**src/rtl/keypad_encoder.sv**
```systemverilog
`timescale 1ns / 1ps
// keypad_encoder
//
// Turns a 15-button raw keypad into a registered note code plus two one-shot
// press pulses. Every input is synchronised, optionally debounced, and kept in
// a "stable" vector; all outputs are derived from that vector only.
//
// Optional feature: define KEYPAD_DEBOUNCE_EN to build the tick-based
// debouncer. Without it, stable follows the synchroniser every clock and
// DEBOUNCE_CYCLES has no effect (it is only range-checked).
//
// Parameters
//   DEBOUNCE_CYCLES  sample-tick period in clk cycles (legal 2..131071)
//
// Ports
//   clk         system clock, all state on the rising edge
//   n_rst       asynchronous active-low reset
//   en          output enable; low forces keycode=0 and suppresses pulses
//   keypad_i    raw active-high buttons: [12:0] notes, [13] mode, [14] sound series
//   keycode     0 = no note, 1..13 = lowest held note index + 1
//   mode_key    one-clock pulse per accepted press of keypad_i[13]
//   sound_edge  one-clock pulse per accepted press of keypad_i[14]

module keypad_encoder #(
    parameter int unsigned DEBOUNCE_CYCLES = 120000
) (
    input  logic        clk,
    input  logic        n_rst,
    input  logic        en,
    input  logic [14:0] keypad_i,
    output logic [3:0]  keycode,
    output logic        mode_key,
    output logic        sound_edge
);

    // The tick counter is 17 bits wide, which bounds the legal period.
    if (DEBOUNCE_CYCLES < 2 || DEBOUNCE_CYCLES > 131071) begin : g_bad_debounce_cycles
        $error("keypad_encoder: DEBOUNCE_CYCLES must be within 2..131071");
    end

    // ------------------------------------------------------------------
    // Two-flop synchroniser
    // ------------------------------------------------------------------
    logic [14:0] sync1_q;
    logic [14:0] sync2_q;

    always_ff @(posedge clk or negedge n_rst) begin
        if (!n_rst) begin
            sync1_q <= '0;
            sync2_q <= '0;
        end else begin
            sync1_q <= keypad_i;
            sync2_q <= sync1_q;
        end
    end

    // ------------------------------------------------------------------
    // Stable (debounced) state
    // ------------------------------------------------------------------
    logic [14:0] stable_q;
    logic [14:0] stable_d;

`ifdef KEYPAD_DEBOUNCE_EN
    localparam logic [16:0] TickLast = 17'(DEBOUNCE_CYCLES - 1);

    logic [16:0] cnt_q;
    logic [16:0] cnt_d;
    logic [14:0] samp_q;
    logic [14:0] samp_d;
    logic [14:0] agree;
    logic        tick;

    always_comb begin
        tick   = (cnt_q == TickLast);
        cnt_d  = tick ? '0 : cnt_q + 17'd1;
        samp_d = samp_q;
        // A bit is accepted only when the current tick sample matches the
        // previous tick sample, so anything shorter than a tick period is lost.
        agree    = ~(sync2_q ^ samp_q);
        stable_d = stable_q;
        if (tick) begin
            samp_d   = sync2_q;
            stable_d = (agree & sync2_q) | (~agree & stable_q);
        end
    end

    always_ff @(posedge clk or negedge n_rst) begin
        if (!n_rst) begin
            cnt_q  <= '0;
            samp_q <= '0;
        end else begin
            cnt_q  <= cnt_d;
            samp_q <= samp_d;
        end
    end
`else
    always_comb begin
        stable_d = sync2_q;
    end
`endif

    always_ff @(posedge clk or negedge n_rst) begin
        if (!n_rst) begin
            stable_q <= '0;
        end else begin
            stable_q <= stable_d;
        end
    end

    // ------------------------------------------------------------------
    // Output stage: one cycle behind stable
    // ------------------------------------------------------------------
    // stable_prev_q holds stable from the previous clock for edge detection.
    logic [14:0] stable_prev_q;
    logic [3:0]  note_code;
    logic [3:0]  keycode_q;
    logic [3:0]  keycode_d;
    logic        mode_q;
    logic        mode_d;
    logic        sound_q;
    logic        sound_d;

    // Lowest-index held note wins: scan downwards so the last hit is lowest.
    always_comb begin
        note_code = 4'd0;
        for (int i = 12; i >= 0; i--) begin
            if (stable_q[i]) begin
                note_code = 4'(i + 1);
            end
        end
    end

    always_comb begin
        keycode_d = en ? note_code : 4'd0;
        // A key already high when en rises has stable_prev_q set, so no pulse.
        mode_d    = en & stable_q[13] & ~stable_prev_q[13];
        sound_d   = en & stable_q[14] & ~stable_prev_q[14];
    end

    always_ff @(posedge clk or negedge n_rst) begin
        if (!n_rst) begin
            stable_prev_q <= '0;
            keycode_q     <= '0;
            mode_q        <= 1'b0;
            sound_q       <= 1'b0;
        end else begin
            stable_prev_q <= stable_q;
            keycode_q     <= keycode_d;
            mode_q        <= mode_d;
            sound_q       <= sound_d;
        end
    end

    assign keycode    = keycode_q;
    assign mode_key   = mode_q;
    assign sound_edge = sound_q;

endmodule

```
**config.mk**
```make
export PLATFORM = sky130hd
export DESIGN_NAME = keypad_encoder
export DESIGN_NICKNAME = d
export VERILOG_FILES = /design/src/rtl/keypad_encoder.sv
export SDC_FILE = /design/constraint.sdc
export NUM_CORES = 1
export LEC_CHECK = 0
export BUFFER_PORTS_ARGS = -buffer_cell sky130_fd_sc_hd__clkbuf_2
export CAP_MARGIN = 20
export CORE_UTILIZATION = 40
export CTS_CLUSTER_SIZE = 30
export DETAILED_ROUTE_END_ITERATION = 10
export GPL_TIMING_DRIVEN = 0
export PLACE_DENSITY = 0.62
export RECOVER_POWER = 100
export SYNTH_ARGS = -nofsm -noshare
export SYNTH_HDL_FRONTEND = slang
export SYNTH_SLANG_ARGS = --single-unit
export TNS_END_PERCENT = 1
```
**constraint.sdc**
```tcl
create_clock -name clk -period 1.3 [get_ports clk]
set_clock_uncertainty 0.1 [all_clocks]
set_input_delay 0.065 -clock clk [delete_from_list [all_inputs] [get_ports clk]]
set_output_delay 0.065 -clock clk [all_outputs]
set_load 0.01 [all_outputs]
```
* Word-level counts from Yosys, hierarchy flattened
Cells that the tools add are included.
Storage, ports and cells: register bits after elaboration 66, latch bits 0, bits in writable memories 0, memory bits (read-only) 0, output and inout bits 6, logic and storage cells 27, memories kept 0
Cells by class: add/sub/neg operators 0, $mul 0, div/mod/pow operators 0, magnitude comparators 0, eq/ne operators 0, shift-type cells 0, mux-type cells 14, bitwise operators 6, reduce and logical (&&, ||, !) cells 0
Operators with widths (count):
- 4-bit 2-to-1 mux | 14
- 1-bit bitwise AND | 4
- 1-bit NOT | 2

* Longest topological paths before layout
depth in word-level cells 14, mapped depth 4, mapped depth without buffers 4

* Least setup slack after synthesis
No wires, ideal clock.
path kind reg-to-reg, start point register stable_q[10], end point register keycode_q[2] (netlist: keycode[2]), data arrival time 1103 ps, required time 1089 ps, path slack -14 ps, stages on the path, launching flop included 4, cells stage by stage dfrtp_1 -> nor4_4 -> o21ai_2 -> a2111oi_2
Between the ends: cells in the longest elaborated chain, start to end 12
RTL lines:
- start, declared | line 60 | logic [14:0] stable_q;
- start signal, assigned | line 106 | stable_q <= stable_d;
- 4-bit 2-to-1 mux (11 in a row) | line 127 | if (stable_q[i]) begin
- 4-bit 2-to-1 mux | line 134 | keycode_d = en ? note_code : 4'd0;
- via keycode_d[2] | line 117 | logic [3:0] keycode_d;
- end signal, assigned | line 148 | keycode_q <= keycode_d;
- end, declared | line 116 | logic [3:0] keycode_q;
The timed path passes the listed nets, and every way through them passes these cells.

* Final worst setup path
start point register stable_q[7], end point register keycode_q[2] (netlist: keycode[2])
Between the ends: cells in the longest elaborated chain, start to end 9
RTL lines (line):
- 4-bit 2-to-1 mux (8 in a row) | 127
- 4-bit 2-to-1 mux | 134
- via keycode_d[2] | 117
The timed path passes the listed nets, and every way through them passes these cells.

==> reports/metrics.cfg <==
[setup_path]
start_kind=flop
arrival_ps=1460
cp_max_fo=2
crit_path_end_kind=flop
required_ps=1400
critical_path_class=reg -> reg

[detailed_routing]
vias=763
avgRoutedWirePerCell_um=10.37
wl_met1_um=768
wl_met3_um=107
drt-initial-drc-count=6
vias_per_cell=4.263
ant_nets=0
routed-wl-met2_um=922
drc_errors=0
top_layer=met4
routed_wl_um=1857
drtPass1Iterations=2

[synth]
synth-seq-area-share=0.8833
synth-seq-cells=53
yosysWarnings=0
synthTopCellsByCount=dfrtp_1, nor2_1, a21oi_1
ys.flop_type=dfrtp_1
synth.distinct_cells=15
synth.top_cell.area_share=0.8833
yosys-top-cells-area=dfrtp_1, a21oi_1, nor2_1
synth_nets=99
synth_most_common_cell=dfrtp_1
synthesis.instances=81
synth_area_leader_cell=dfrtp_1
syn_area_mm2=0.001501
synth-edff-count=0
synthArstFlopShare=1.000
avgSynthCellArea_um2=18.54

[die]
die_x_um=63.27
start_util=0.4329
die_area_mm2=0.004002
ioPinCount=24
rows=21
die_h_um=63.27
core_area_mm2=0.003468

[sta]
slew_headroom=0.7252
tightest_slew_ps=412.3
setup_viol=1
final.period_utilization=1.045
period_minus_slack_ps=1358
fin_hold_ws_ps=129.6
max_freq_mhz=736.1
final_max_slew_viol_count=0
rsz0062_at_grt=yes
fin_tns_setup_ps=-58.49
hold_viol_final=0
setup_ws_ps=-58.49

[global_routing]
grt_pass1_vias=753
grt_max_degree=37
overflow=0
grt_pass1_wl_um=3180
grt_util_all_layers=0.1126
antenna_found_initial=0

[power_and_ir_drop]
p_per_area_mw_per_mm2=1393
ir_drop_mv=0.8791
p_leak_nw=0.8976

[final_layout]
areaGrowthSynthToFinish_pct=31.58
fillers=284
drive_gt1_frac=0.2331
final_area_mm2=0.001976
utilization=0.5696
n_antenna_cell=0
finalNetCount=150

[clock_network]
cts.path.max_buffers=2
clk_pin_slew_worst_paths_ps=80
cts_max_level=2
clock-sinks=53
cts_root_buf=clkbuf_8
cts_buffers=5
clock_latency_ps=300
cts_tree=yes

[placement]
dp_hpwl_um=1189
dpl_cell_area_mm2=0.001694
io_buffers=23
globalplace.congestion=0.7069

[outcome]
violations=negative setup slack
status=complete, but fails checks

[min_path]
hold_path.class=in -> async

[run]
maxCapViolCount=0

## stage by stage
step                std cells  total power [mW]  setup WS [ps]
floorplan                  81             1.817          44.71
finish                    179             2.752         -58.49
global placement          150             1.883         -14.48
detailed placement        151             1.900         -68.21
global route              179             2.876         -119.6
CTS                       177             2.776         -85.85
## what timing repair did
item,4_1_cts,5_1_grt
hold buffers,17,0
gates resized for setup,0,3
hold endpoints to repair,73,0
setup buffers,1,2
endpoints found under the setup margin,2,3
pin swaps,1,1
## cell usage in the layout (no fill, tap or decap)
| cell type | count |
|---|---|
| dfrtp_1 | 53 |
| dlygate4sd3_1 | 17 |
| clkbuf_2 | 16 |
| clkbuf_1 | 8 |
| nor2_1 | 6 |
| a21oi_1 | 5 |
| clkbuf_8 | 5 |
| buf_4 | 4 |
| nand2b_1 | 3 |
| nor4_4 | 2 |
| inv_1 | 2 |
| nand2_1 | 2 |
| clkinv_2 | 2 |
| o21ai_2 | 1 |
| a2111oi_4 | 1 |
| nor3_1 | 1 |
| o31ai_1 | 1 |
| o21bai_1 | 1 |
| nor4_1 | 1 |
| o311ai_0 | 1 |
| nand3b_1 | 1 |
## logic make-up after synthesis
logic type | after synthesis | share of synthesized area
AO/OA/AOI/OAI | 10 | 0.04833
buffers and inverters | 2 | 0.005002
flip-flops | 53 | 0.8833
AND/OR/NAND/NOR | 16 | 0.06333
## registers in the layout, summed over array words and instances, names as in the netlist
name and cells:
sync1_q 15, stable_d 15, stable_q 15, mode_key 1, sound_edge 1, stable_prev_q 2
keycode 4
## worst max-delay path, stage by stage (launching register included)
cell,delay (ps)
dfrtp_1,420
nor4_4,330
o21ai_2,120
a2111oi_4,290
## area by class of cell
class,instances,area [µm²],share of cell area
Clock buffer,6,72.57,0.03673
Sequential cell,53,1326,0.6713
Inverter,2,7.507,0.003800
Timing Repair Buffer,44,306.5,0.1552
Tap cell,46,57.56,0.02913
Multi-Input combinational cell,26,195.2,0.09880
Clock inverter,2,10.01,0.005067
## worst paths after layout
| check | startpoint | end | slack (ps) | cells after the start |
|---|---|---|---|---|
| setup reg to reg | stable_q[7]$_DFF_PN0_ | keycode[2]$_DFF_PN0_ | -60 | 3 |
| min in group clk | stable_d[5]$_DFF_PN0_ | stable_q[5]$_DFF_PN0_ | 250 | 0 |
| max in group asynchronous | n_rst | stable_q[1]$_DFF_PN0_ | 210 | 3 |
| setup / recovery | stable_q[7]$_DFF_PN0_ | keycode[2]$_DFF_PN0_ | -60 | 3 |
| hold reg to reg | stable_d[5]$_DFF_PN0_ | stable_q[5]$_DFF_PN0_ | 250 | 0 |
| hold / removal | n_rst | keycode[1]$_DFF_PN0_ | 130 | 2 |
## layer usage
layer | vias up | GRT usage
met5 | - | 0
met4 | 0 | 0.07670
met3 | 7 | 0.05435
met2 | 20 | 0.1694
met1 | 370 | 0.1259
li1 | 366 | -
## power by group
group | total, mW | internal [mW] | switching (mW)
clock network | 0.843 | 0.373 | 0.470
registers | 1.77 | 1.73 | 0.0404
logic | 0.141 | 0.0767 | 0.0643
total | 2.75 | 2.18 | 0.574
(Power assumes the default switching activity.)
